==> src/rtl/mem_write_buffer.sv <==
// Posted-write buffer between a CPU port and a single-port memory.
// Writes are queued in a small FIFO and drained whenever memory is idle.
// Reads are forwarded from the youngest matching buffered write, or go to
// memory on a miss.
//
// state   | meaning
// --------+-------------------------------------------------------------
// IDLE    | accepting requests; draining FIFO head when memory is free
// RD_ADDR | read-miss address on mem_addr, held until mem_stall drops
// RD_WAIT | counting down memory read latency, then returning data
module mem_write_buffer #(
  parameter int DEPTH  = 4,
  parameter int RD_LAT = 1
) (
  input  logic        clk,
  input  logic        reset,
  input  logic        cpu_req,
  input  logic        cpu_we,
  input  logic [31:0] cpu_addr,
  input  logic [31:0] cpu_wdata,
  output logic        cpu_ready,
  output logic [31:0] cpu_rdata,
  output logic        cpu_rvalid,
  output logic [31:0] mem_addr,
  output logic        mem_wr,
  output logic [31:0] mem_wdata,
  input  logic [31:0] mem_rdata,
  input  logic        mem_stall
);

  localparam int PW = $clog2(DEPTH);
  localparam int CW = PW + 1;
  localparam int LW = (RD_LAT > 1) ? $clog2(RD_LAT) : 1;

  typedef enum logic [1:0] {IDLE, RD_ADDR, RD_WAIT} state_t;

  state_t          state_q, state_d;
  logic [PW-1:0]   wr_ptr_q, wr_ptr_d;
  logic [PW-1:0]   rd_ptr_q, rd_ptr_d;
  logic [CW-1:0]   count_q, count_d;
  logic [31:0]     rd_addr_q, rd_addr_d;
  logic [LW-1:0]   lat_cnt_q, lat_cnt_d;
  logic [31:0]     cpu_rdata_q, cpu_rdata_d;
  logic            cpu_rvalid_q, cpu_rvalid_d;
  logic [31:0]     mem_addr_q, mem_addr_d;
  logic            mem_wr_q, mem_wr_d;
  logic [31:0]     mem_wdata_q, mem_wdata_d;

  logic [31:0]     fifo_addr_q [DEPTH];
  logic [31:0]     fifo_data_q [DEPTH];

  logic            accept, push, rd_accept, rd_miss, pop;
  logic            hit;
  logic [31:0]     hit_data;
  logic [PW-1:0]   idx;

  assign cpu_ready  = (state_q == IDLE) && (count_q != CW'(DEPTH));
  assign accept     = cpu_req && cpu_ready;
  assign push       = accept && cpu_we;
  assign rd_accept  = accept && !cpu_we;
  assign rd_miss    = rd_accept && !hit;
  // A read miss owns the memory port at its accepting edge, so drain waits.
  assign pop        = (state_q == IDLE) && (count_q != '0) && !mem_stall && !rd_miss;

  assign cpu_rdata  = cpu_rdata_q;
  assign cpu_rvalid = cpu_rvalid_q;
  assign mem_addr   = mem_addr_q;
  assign mem_wr     = mem_wr_q;
  assign mem_wdata  = mem_wdata_q;

  // Search valid entries oldest to youngest so the youngest match wins.
  always_comb begin
    hit      = 1'b0;
    hit_data = '0;
    idx      = rd_ptr_q;
    for (int i = 0; i < DEPTH; i++) begin
      idx = rd_ptr_q + PW'(i);
      if ((CW'(i) < count_q) && (fifo_addr_q[idx] == cpu_addr)) begin
        hit      = 1'b1;
        hit_data = fifo_data_q[idx];
      end
    end
  end

  // Next-state, FIFO bookkeeping and registered output values.
  always_comb begin
    state_d      = state_q;
    wr_ptr_d     = wr_ptr_q;
    rd_ptr_d     = rd_ptr_q;
    count_d      = count_q;
    rd_addr_d    = rd_addr_q;
    lat_cnt_d    = lat_cnt_q;
    cpu_rdata_d  = cpu_rdata_q;
    cpu_rvalid_d = 1'b0;
    mem_addr_d   = mem_addr_q;
    mem_wr_d     = 1'b0;
    mem_wdata_d  = mem_wdata_q;

    case (state_q)
      IDLE: begin
        if (rd_accept && hit) begin
          cpu_rdata_d  = hit_data;
          cpu_rvalid_d = 1'b1;
        end else if (rd_miss) begin
          rd_addr_d  = cpu_addr;
          mem_addr_d = cpu_addr;
          state_d    = RD_ADDR;
        end
        if (pop) begin
          mem_wr_d    = 1'b1;
          mem_addr_d  = fifo_addr_q[rd_ptr_q];
          mem_wdata_d = fifo_data_q[rd_ptr_q];
        end
      end
      RD_ADDR: begin
        mem_addr_d = rd_addr_q;
        if (!mem_stall) begin
          lat_cnt_d = LW'(RD_LAT - 1);
          state_d   = RD_WAIT;
        end
      end
      RD_WAIT: begin
        if (lat_cnt_q == '0) begin
          cpu_rdata_d  = mem_rdata;
          cpu_rvalid_d = 1'b1;
          state_d      = IDLE;
        end else begin
          lat_cnt_d = lat_cnt_q - LW'(1);
        end
      end
      default: state_d = IDLE;
    endcase

    if (push) wr_ptr_d = wr_ptr_q + PW'(1);
    if (pop)  rd_ptr_d = rd_ptr_q + PW'(1);
    case ({push, pop})
      2'b10:   count_d = count_q + CW'(1);
      2'b01:   count_d = count_q - CW'(1);
      default: count_d = count_q;
    endcase
  end

  // Control and output registers with synchronous reset.
  always_ff @(posedge clk) begin
    if (reset) begin
      state_q      <= IDLE;
      wr_ptr_q     <= '0;
      rd_ptr_q     <= '0;
      count_q      <= '0;
      rd_addr_q    <= '0;
      lat_cnt_q    <= '0;
      cpu_rdata_q  <= '0;
      cpu_rvalid_q <= 1'b0;
      mem_addr_q   <= '0;
      mem_wr_q     <= 1'b0;
      mem_wdata_q  <= '0;
    end else begin
      state_q      <= state_d;
      wr_ptr_q     <= wr_ptr_d;
      rd_ptr_q     <= rd_ptr_d;
      count_q      <= count_d;
      rd_addr_q    <= rd_addr_d;
      lat_cnt_q    <= lat_cnt_d;
      cpu_rdata_q  <= cpu_rdata_d;
      cpu_rvalid_q <= cpu_rvalid_d;
      mem_addr_q   <= mem_addr_d;
      mem_wr_q     <= mem_wr_d;
      mem_wdata_q  <= mem_wdata_d;
    end
  end

  // FIFO storage; contents are only meaningful under count_q, so no reset.
  always_ff @(posedge clk) begin
    if (push) begin
      fifo_addr_q[wr_ptr_q] <= cpu_addr;
      fifo_data_q[wr_ptr_q] <= cpu_wdata;
    end
  end

endmodule
==> config.mk <==
export PLATFORM = sky130hd
export DESIGN_NAME = mem_write_buffer
export DESIGN_NICKNAME = d
export VERILOG_FILES = /design/src/rtl/mem_write_buffer.sv
export SDC_FILE = /design/constraint.sdc
export NUM_CORES = 1
export LEC_CHECK = 0
export ABC_AREA = 0
export BUFFER_PORTS_ARGS = -buffer_cell sky130_fd_sc_hd__buf_2
export CAP_MARGIN = 20
export CORE_UTILIZATION = 47
export DETAILED_ROUTE_END_ITERATION = 6
export HOLD_SLACK_MARGIN = 0.02
export PLACE_DENSITY = 0.77
export RECOVER_POWER = 50
export SLEW_MARGIN = 20
export SYNTH_ARGS = -nofsm -noshare
export SYNTH_HDL_FRONTEND = slang
export SYNTH_SLANG_ARGS = --single-unit
==> constraint.sdc <==
create_clock -name clk -period 9.7 [get_ports clk]
set_input_delay 1.455 -clock clk [delete_from_list [all_inputs] [get_ports clk]]
set_output_delay 1.455 -clock clk [all_outputs]
set_load 0.02 [all_outputs]
-- After elaboration in Yosys (flattened, before gate mapping)
Memories as Yosys holds them, arrays and structs flattened. A register that Yosys moved wholly into a read port is not among the register bits.
Index checks and enable logic that the tools add are counted.
- add/subtract/negate cells: 7
- order comparisons: 4
- eq/ne operators: 16
- muxes and demuxes: 34
- bitwise gates (word level): 2
- reduce and logical (&&, ||, !) cells: 30
- operator list (cell ; count):
    two-way mux 32 bit ; 9
    == test 32 bit ; 4
    case mux 32 bit (2 select lines) ; 2
    two-way mux 2 bit ; 8
    logical AND 1 bit ; 13
    two-way mux 1 bit ; 11
    != test 3 bit, second input constant ; 3
    AND reduction 3 bit ; 3
    != test 2 bit, second input constant ; 4
    nonzero test 2 bit ; 4
    < comparator 1 x 3 -> 1 bit, first input constant ; 2
    < comparator 2 x 3 -> 1 bit, first input constant ; 2
    case mux 2 bit (3 select lines) ; 1
    case mux 3 bit (2 select lines) ; 1
    adder 2 x 1 -> 2 bit, second input constant ; 2
    adder 2 bit, second input constant ; 2
    == test 2 x 1 -> 1 bit, second input constant ; 2
    == test 2 bit, second input constant ; 2
    zero test 1 bit ; 4
    case mux 1 bit (2 select lines) ; 2
    AND reduction 2 bit ; 2
    AND reduction 4 bit ; 1
    adder 3 x 1 -> 3 bit, second input constant ; 1
    nonzero test 3 bit ; 1
    6 further kinds ; 7
- bits in registers: 140
- memory bits (writable): 256
- bits of input ports: 101
- word-level logic and storage cells: 106
- memories: 2
- memory list (memory ; depth ; width ; read ports ; clocked after Yosys merged registers in ; wr ports ; line ; text):
    fifo_addr_q ; 4 ; 32 ; 4 ; 1 ; 1 ; 49 ; logic [31:0] fifo_addr_q [DEPTH];
    fifo_data_q ; 4 ; 32 ; 4 ; 1 ; 1 ; 50 ; logic [31:0] fifo_data_q [DEPTH];

-- Longest topological paths before layout
Gate-level depths: netlist (run 1).
An unclocked memory read counts as a cell.
- depth in word-level cells: 13
- depth in mapped cells: 18
- depth with buffers taken out: 13

-- Worst setup path after synthesis (run 1)
OpenSTA, ideal clock, no wires.
- kind: in2reg
- start: in cpu_addr[13]
- end: reg count_q[2]
- setup time: 0.070 ns
- arrival time: 4.510 ns
- setup slack: 5.120 ns
- stages on the path: 14
- cells stage by stage: clkbuf_1 -> inv_1 -> a222oi_1 -> nand4_1 -> a211oi_1 -> nand3_1 -> o41a_1 -> and4_4 -> buf_6 -> nor2_8 -> buf_4 -> ha_1 -> or3_1 -> a21oi_1
- cells in the longest elaborated chain, start to end: 12
- ends and longest elaborated chain (what ; line ; text):
    start: declaration ; 19 ; input logic [31:0] cpu_addr,
    == test 32 bit ; 78 ; if ((CW'(i) < count_q) && (fifo_addr_q[idx] == cpu_addr)) begin
    logical AND 1 bit ; 78 ;
    two-way mux 1 bit (3 in series) ; 78 ;
    two-way mux 1 bit * ; 78 ;
    zero test 1 bit * ; 61 ; assign rd_miss = rd_accept && !hit;
    logical AND 1 bit * ; 61 ;
    zero test 1 bit * ; 63 ; assign pop = (state_q == IDLE) && (count_q != '0) && !mem_stall && !rd_miss;
    logical AND 1 bit * ; 63 ;
    named net pop ; 52 ; logic accept, push, rd_accept, rd_miss, pop;
    == test 2 x 1 -> 1 bit or == test 2 bit (tied branches) ; 136 ; case ({push, pop})
    case mux 3 bit (2 select lines) or nonzero test 2 bit (tied branches) ; n/a ;
    end signal: assignment ; 161 ; count_q <= count_d;
    end: declaration ; 40 ; logic [CW-1:0] count_q, count_d;
The timed path passes the listed nets; every way through them passes the cells marked *.
A chain may end at the register's enable or synchronous reset.

-- Worst setup path in the final report (run 1)
- start: reg rd_ptr_q[1]
- end: reg count_q[2]
- cells in the longest elaborated chain, start to end: 13
- ends and longest elaborated chain (what ; line ; text):
    start: declaration ; 39 ; logic [PW-1:0] rd_ptr_q, rd_ptr_d;
    start signal: assignment ; 160 ; rd_ptr_q <= rd_ptr_d;
    adder 2 x 1 -> 2 bit ; 77 ; idx = rd_ptr_q + PW'(i);
    memory read (4 x 32 bit) * ; n/a ;
    == test 32 bit ; 78 ;
    logical AND 1 bit ; 78 ;
    two-way mux 1 bit (2 in series) ; 78 ;
    two-way mux 1 bit * ; 78 ;
    zero test 1 bit * ; 61 ;
    logical AND 1 bit * ; 61 ;
    zero test 1 bit * ; 63 ;
    logical AND 1 bit * ; 63 ;
    == test 2 x 1 -> 1 bit or == test 2 bit (tied branches) ; 136 ;
    case mux 3 bit (2 select lines) or nonzero test 2 bit (tied branches) ; n/a ;
Every way passes the cells marked *; elsewhere a longest branch is shown, timed or not.

==> out/results.txt, run 1 <==
The length of the first detailed-routing pass in iterations was 6. Measured along the x axis, the die boundary spans 225 µm. In this run, placement finished with an instance count of 2714. The run gives 8.41 nW as the leakage power of the design.

The quantity of I/O buffers inserted on ports works out to 199. VDD sags by at most 0.129 mV. For this design the total switching power over the nets is 1.56 mW.

The final reports fail on capacitance limit, slew limit. Library cell with the largest summed area after synthesis: edfxtp_1. The initial antenna violation count is 6. After synthesis, the share of flip-flops with an asynchronous set or reset is 0%. The total power per unit cell area is 191 nW/µm², and the largest net degree at the start of global routing is 163.

The fraction of layout instances using a drive strength above 1 is 16.2%, and the area enclosed by the die boundary is 50700 µm². The logs give 0 ns for the setup TNS after final layout and 30.2% for the total global routing track utilization. The tools report the clock tree buffer depth as 3. Net switching is 31.5% of the power.

Post-CTS repair changed the size of 0 cells. Dividing the synthesized area by the synthesized cell count gives 11.6 µm². Sequential elements use 44.9% of the synthesized area. The worst setup path is launched from a register. The reg-to-reg startpoint was rd_ptr_q[1].

The tools report the net count of the finished layout as 2206. The tree built by TritonCTS fans out to 397 sinks. Internal power comes to 3.40 mW. For this design, the CTS-stage hold fixing added 0 buffers. The largest fanout of any net on the critical path works out to 57.

The clock input transition at the sequential cells of the worst setup and hold paths works out to 0.06 ns. The clock period could shrink to 6.57 ns. In this run the worst hold path is classified as reg -> reg. The worst setup path is captured at a register. The count of different cell masters after synthesis was 79. The flip-flop cell with the highest count after synthesis is edfxtp_1. The most frequent cell after synthesis is edfxtp_1. The top achievable clock speed came out at 0.152 GHz. The tools report the max-slew violation count as 25. Sorting the synthesized cells by how often they occur yields edfxtp_1 (256), mux2i_1 (184), nor2_1 (164), dfxtp_1 (141), mux4_2 (129). In this run the standard cell core region covers 49100 µm². The flow ran to the end, but the final reports show violations.

The floorplan has 81 rows. The mapped netlist covers 23400 µm². The floorplan die height is 225 µm, and the number of synthesis warnings is 0.

Setup violations remaining at the end of the flow were counted as 0. The relative contribution of combinational cells to total power was 24.9%. The proportion of power drawn by the clock network was 34.8%; the number of CTS-inserted buffers was 43. In this run the most critical hold path is launched from rd_addr_q[24]. Across all hold checks on the routed design, the worst slack comes to 0.456 ns. The estimated wirelength of the detail-placed design is 51500 µm. The area growth from synthesis to layout was 10.7%; the initial cell density of the core was 47.7%.

For this block, the routed nets add up to 77700 µm of wire. The first global-routing pass estimated 115000 µm of wire. The clock tree root driver cell was clkbuf_16. The final critical path takes up 67.7% of the cycle. Sequential cells account for 40.3% of the total power. In this run the remaining antenna-violating nets after routing total 0. The number of maximum-capacitance constraint violations is 1, and the top-level I/O count is 200. The insertion delay to the later sink of the worst-skew pair was 0.59 ns. TritonCTS built the clock tree.

The first routing iteration left 2936 violations. The final number of hold-violating endpoints was 0; the largest clock skew in the final design was 0.0163 ns. Synthesis produced a netlist with a net count of 2121. For this run, design rule violations remaining after detail routing come to 0.

Synthesis handed over a netlist of 2011 instances. After synthesis the netlist holds a flip-flop and latch count of 397. At the worst endpoint, the arrival time is 7.08 ns. Tracing the worst setup path back leads to its startpoint at rd_ptr_q[1].

Leaving out filler cells and counting taps, the final layout contains 2798. The vias per cell was 6.73; the area share of the leading cell type in the synthesized netlist was 32.8%. The total number of vias is 18.8k. Sorting the synthesized cells by area gives the leading types as edfxtp_1 (33%), mux4_2 (12%), dfxtp_1 (12%). The worst setup path is of the reg -> reg kind. The number of setup buffers added after CTS is 0, and the placer's final routability congestion estimate is 1.02.

Routed length per placed instance: 27.8 µm. For the number of global-route vias before repair, the log shows 18.1k. The setup check on the worst reg-to-reg path leaves a slack of 3.13 ns. The H-tree was split into 2 levels. Setup repair after global routing left no endpoint under its margin. The number of synthesized flops with an enable pin was 256; the worst slew margin relative to its limit was -72.8%. Critical path required time: 10.21 ns. For the pin with the worst max-slew slack, the measured transition is 2.59 ns. After global routing the overflow that remains totals 0.
through the flow:
step | area (µm²) | power [mW] | util (%) | worst slack (ns)
finish | 25900 | 4.96 | 52.8 | 3.13
global route | 25900 | 5.12 | 52.8 | 3.00
CTS | 26100 | 4.97 | 53.2 | 3.34
detailed placement | 24600 | 3.25 | 50.1 | 3.37
global placement | 24600 | 3.23 | 50.1 | 3.36
floorplan | 23400 | 2.93 | - | 5.12
layout make-up:
cell class	instances	area (µm²)
antenna	3	7.51
clock buffer	53	1140
clock inverter	27	338
fill	4246	23100
inverter	26	98.8
multi-input combinational	1405	11900
sequential	397	10500
tap	664	831
timing repair buffer	223	1040
placed cells by master, fill, tap and decap left out, drive strengths merged, types with 7 or more instances in the layout:
cell type	Yosys	final
edfxtp	256	256
clkbuf	104	212
mux2i	186	186
nor2	165	165
dfxtp	141	141
mux4	129	129
nand2	127	127
a21oi	95	95
xnor2	82	82
a211oi	70	70
buf	79	64
mux2	57	57
o21ai	47	47
o221ai	41	41
o22ai	38	38
nand3	32	32
o211a	30	30
inv	23	27
nand4	26	26
a31oi	25	25
xor2	20	20
a22oi	19	19
clkinv	3	19
o211ai	18	18
nand2b	17	17
nor3	16	16
nor4	13	13
and3	13	13
and2	13	13
a21boi	11	11
nor2b	11	11
ha	9	9
nor4b	8	8
a2111oi	7	7
power by group through the flow:
stage / clock (mW) / sequential (mW) / combinational [mW]
finish: 1.73 / 2.00 / 1.24
global route: 1.81 / 2.01 / 1.30
CTS: 1.75 / 2.00 / 1.23
detailed placement: 0 / 2.03 / 1.22
global placement: 0 / 2.02 / 1.21
floorplan: 0 / 2.00 / 0.928
per-layer routing:
metal,share of wire [%],global-route usage (%),vias up
li1,-,-,7992
met1,40,40.8,9401
met2,46,47.1,1213
met3,10,6.81,221
met4,4.1,11.6,6
met5,0.053,0,-
flip-flops by register name, indices dropped and copies added, names as in the netlist, 3 cells and up, named ones only:
name / cells
fifo_data_q: 128
rd_addr_q: 32
fifo_addr_q: 128
mem_addr: 32
cpu_rdata: 32
count_q: 3
mem_wdata: 32
critical path, cell delays in order, from the launching register on:
cell	delay, ns
dfxtp_4	0.85
clkinv_2	0.79
mux2_2	0.52
xor2_1	0.32
nand4_1	0.16
nor4bb_1	0.36
nand4_1	0.66
and4_4	0.64
nor2_8	0.46
buf_4	0.66
ha_1	0.42
or3_1	0.37
a21oi_1	0.14
cell families after synthesis:
| logic type | Yosys count | synth area share, % |
|---|---|---|
| AO/OA/AOI/OAI | 456 | 14.0 |
| XOR/XNOR | 102 | 3.82 |
| adder cells (fa/ha/maj) | 9 | 0.481 |
| buffers and inverters | 209 | 4.26 |
| flip-flops | 397 | 44.9 |
| multiplexers | 372 | 23.2 |
| AND/OR/NAND/NOR | 466 | 9.40 |
path summary, 6_finish.rpt:
kind,endpoint,cells after the start
min reg2reg,rd_addr_q[24],2
min,rd_addr_q[24],2
max reg2reg,count_q[2],12
max,count_q[2],12
No activity file was read; power rests on OpenSTA's default activity.
==> inputs of run 2 (changes only) <==
PLACE_DENSITY = 0.8   (was 0.77)
clock period = 5.6 ns   (was 9.7 ns; I/O delays follow)
==> run 2 against run 1 <==
  * The run still ends with capacitance limit, slew limit left
  * Core utilization is 0.33 points higher
  * Clock power is 69% higher
  * Sequential share of layout area is 0.25 points lower
  * Highest routed layer unchanged
  * Global-route usage is 0.51 points lower
  * Fmax is 33% higher
==> out/results.txt, run 2 (synthesized netlist as in run 1, its figures left out) <==
The tools report the sort of element at the end of the critical path as a register (unchanged). The H-tree depth is 2 (unchanged), and the net count of the finished layout is 2234 (was 2206). The leakage power of the design was 8.51 nW (was 8.41 nW). The depth of the worst register-to-register path is 6 (was 12). The number of cell rows was 81 (unchanged); the largest fanout of any net on the critical path was 33 (was 57).

Leading cell types in the layout, fill and taps excluded: edfxtp_1 (256), mux2i_1 (184), clkbuf_1 (173), nor2_1 (164), dfxtp_1 (137) (was edfxtp_1 (256), mux2i_1 (184), clkbuf_1 (166), nor2_1 (164), dfxtp_1 (137)). Failing checks: capacitance limit, slew limit (unchanged). Clock tree root driver cell: clkbuf_16 (unchanged). The flow ran to the end, but the final reports show violations. Number of failing setup endpoints in the final timing report: 0 (unchanged). Largest net degree at the start of global routing: 106 (was 163). The fraction of layout instances using a drive strength above 1 is 16.9% (was 16.2%).

Path class of the lowest-slack min-delay path: reg -> reg (unchanged). The top-level I/O count is 200 (unchanged), and the count of buffer and inverter cells on the critical path is 2 (unchanged). The length of the first detailed-routing pass in iterations is 5 (was 6). Category of the worst setup path launch point: a register (unchanged). Proportion of power drawn by the clock network: 34.2% (was 34.8%). The instance count along the most critical hold path was 2 (unchanged); the total power per unit cell area was 328 nW/µm² (was 191 nW/µm²). The critical register-to-register path endpoint was fifo_data_q[0][14] (was count_q[2]). The minimum clock period is 4.95 ns (was 6.57 ns), and the net switching power of the design is 2.70 mW (was 1.56 mW). For the placeable core region, the log shows 49100 µm² (unchanged).

For the cell-internal power, the log shows 5.84 mW (was 3.40 mW). The critical path required time is 5.82 ns (was 10.21 ns). The tools report the post-cts gate resize count as 0 (unchanged). Reg-to-reg startpoint: count_q[0] (was rd_ptr_q[1]). For the data arrival time of the critical path, the log shows 5.17 ns (was 7.08 ns).

Total global routing track utilization: 29.6% (was 30.2%). For the violation count after the first detailed-route iteration, the log shows 2386 (was 2936). Number of remaining DRC errors: 0 (unchanged). The number of gates on the worst path with buffers counted works out to 6 (was 12). The capturing instance or port of the critical path is fifo_data_q[0][14] (was count_q[2]). The number of clock sinks is 397 (unchanged).

TritonCTS built the clock tree. The routed length per placed instance is 26.9 µm (was 27.8 µm), and the total number of vias is 18.9k (was 18.8k). The floorplan die height is 225 µm (unchanged).

The logs give 0.202 GHz (was 0.152 GHz) for the top achievable clock speed and 76100 µm (was 77700 µm) for the total wire length. The tools report the number of setup buffers added after CTS as 0 (unchanged). Setup repair after global routing left no endpoint under its margin. Placer's final routability congestion estimate: 1.10 (was 1.02).

The final antenna-violating net count was 0 (unchanged); the max-slew violation count was 59 (was 25). Measured slew at the worst slew-check pin: 3.09 ns (was 2.59 ns). The relative contribution of combinational cells to total power is 25.9% (was 24.9%). The logs give 7 (was 6) for the initial antenna violation count and 2828 (was 2798) for the filler-free cell count of the finished design.

The first-pass GRT wire length was 113000 µm (was 115000 µm); the quantity of I/O buffers inserted on ports was 199 (unchanged). Share of power burned in registers: 39.9% (was 40.3%). Setup TNS after final layout: 0 ns (unchanged). The startpoint-to-endpoint class of the critical path is reg -> reg (unchanged).

For the number of cells in the design after placement, the log shows 2742 (was 2714). The end-of-flow core utilization was 53.1% (was 52.8%). The largest clock skew in the final design was 0.0283 ns (was 0.0163 ns); the switching share of total power was 31.6% (was 31.5%). The run gives 0 (unchanged) as the total of hold buffers inserted after clock tree synthesis.

The slack of the worst reg-to-reg path is 0.65 ns (was 3.13 ns), and the initial cell density of the core is 47.7% (unchanged). The clock input transition at the sequential cells of the worst setup and hold paths was 0.06 ns (about the same). The logs give 3 (unchanged) for the clock tree buffer depth and 44 (was 43) for the number of CTS-inserted buffers. The number of maximum-capacitance constraint violations was 2 (was 1); the area growth from synthesis to layout was 11.4% (was 10.7%).

Ordered list of cells on the worst path: inv_1 -> ha_1 -> a211oi_1 -> and3_1 -> and2_0 -> buf_4 (was clkinv_2 -> mux2_2 -> xor2_1 -> nand4_1 -> nor4bb_1 -> nand4_1 -> and4_4 -> nor2_8 -> buf_4 -> ha_1 -> or3_1 -> a21oi_1). Highest-delay cell along the critical path: and2_0 (was dfxtp_4). The final worst-path cycle share works out to 88.4% (was 67.7%). Largest registers: fifo_addr_q (128), fifo_data_q (128) (unchanged). The tools report the aggregate global routing overflow as 0 (unchanged). The number of global-route vias before repair was 18.2k (was 18.1k). The critical path startpoint was count_q[0] (was rd_ptr_q[1]). The delay contributed by the slowest stage of the critical path is 2.29 ns (was 0.85 ns), and the worst slew margin relative to its limit is -106% (was -72.8%).

Horizontal die dimension: 225 µm (unchanged). The commonest non-fill, non-tap cell in the layout was edfxtp_1 (unchanged). The final number of hold-violating endpoints is 0 (unchanged). Family of cells with the greatest summed delay on the critical path: simple AND/OR/NAND/NOR gates (unchanged).

Area enclosed by the die boundary: 50700 µm² (unchanged). The insertion delay to the later sink of the worst-skew pair came out at 0.60 ns (was 0.59 ns). The estimated wirelength of the detail-placed design is 51900 µm (was 51500 µm), and the peak supply drop is 0.209 mV (was 0.129 mV). The vias per cell came out at 6.70 (was 6.73).
==> run 2: per-layer routing <==
metal,global-route usage (%),up-vias,share of wire [%]
met5,0,-,0.041
met4,13.7,4,4.6
met3,6.87,236,11
met2,44.9,1315,45
met1,40.3,9327,39
li1,-,8066,-
==> run 2: worst min path at each step <==
| stage | from | to | slack [ns] |
|---|---|---|---|
| after floorplan | rd_addr_q[11] | mem_addr[11] | 0.43 |
| after global placement | rd_addr_q[14] | rd_addr_q[14] | 0.44 |
| after detailed placement | rd_addr_q[12] | rd_addr_q[12] | 0.45 |
| after CTS | cpu_wdata[28] | fifo_data_q[1][28] | 0.44 |
| after global routing | mem_stall | state_q[1] | 0.46 |
| final | rd_addr_q[12] | rd_addr_q[12] | 0.46 |
==> run 2: layout make-up <==
class / count / area (µm²)
sequential: 397 / 10500
clock buffer: 59 / 1210
multi-input combinational: 1405 / 11900
tap: 664 / 831
clock inverter: 21 / 244
fill: 4205 / 23000
antenna: 6 / 15.0
inverter: 26 / 98.8
timing repair buffer: 250 / 1230
==> run 2: power groups by stage <==
stage / Sequential [mW] / Clock, mW / Combinational, mW
after floorplan: 3.46 / 0 / 1.61
after global placement: 3.46 / 0 / 2.15
after detailed placement: 3.47 / 0 / 2.18
after CTS: 3.41 / 2.95 / 2.19
after global routing: 3.43 / 3.07 / 2.34
final: 3.41 / 2.92 / 2.21
==> run 2: worst reg2reg max path: stages, from the launching register on <==
cell,delay [ns]
dfxtp_1,0.44
inv_1,0.12
ha_1,0.23
a211oi_1,0.33
and3_1,0.38
and2_0,2.29
buf_4,0.78
==> run 2: through the flow <==
stage / setup slack (ns) / total power [mW] / hold slack [ns] / area (µm²)
after global placement: 0.854 / 5.61 / 0.442 / 24800
after global routing: 0.375 / 8.83 / 0.456 / 26100
after floorplan: 1.63 / 5.07 / 0.432 / 23400
final: 0.650 / 8.55 / 0.455 / 26100
after detailed placement: 0.804 / 5.65 / 0.447 / 24800
after CTS: 0.815 / 8.55 / 0.438 / 26300
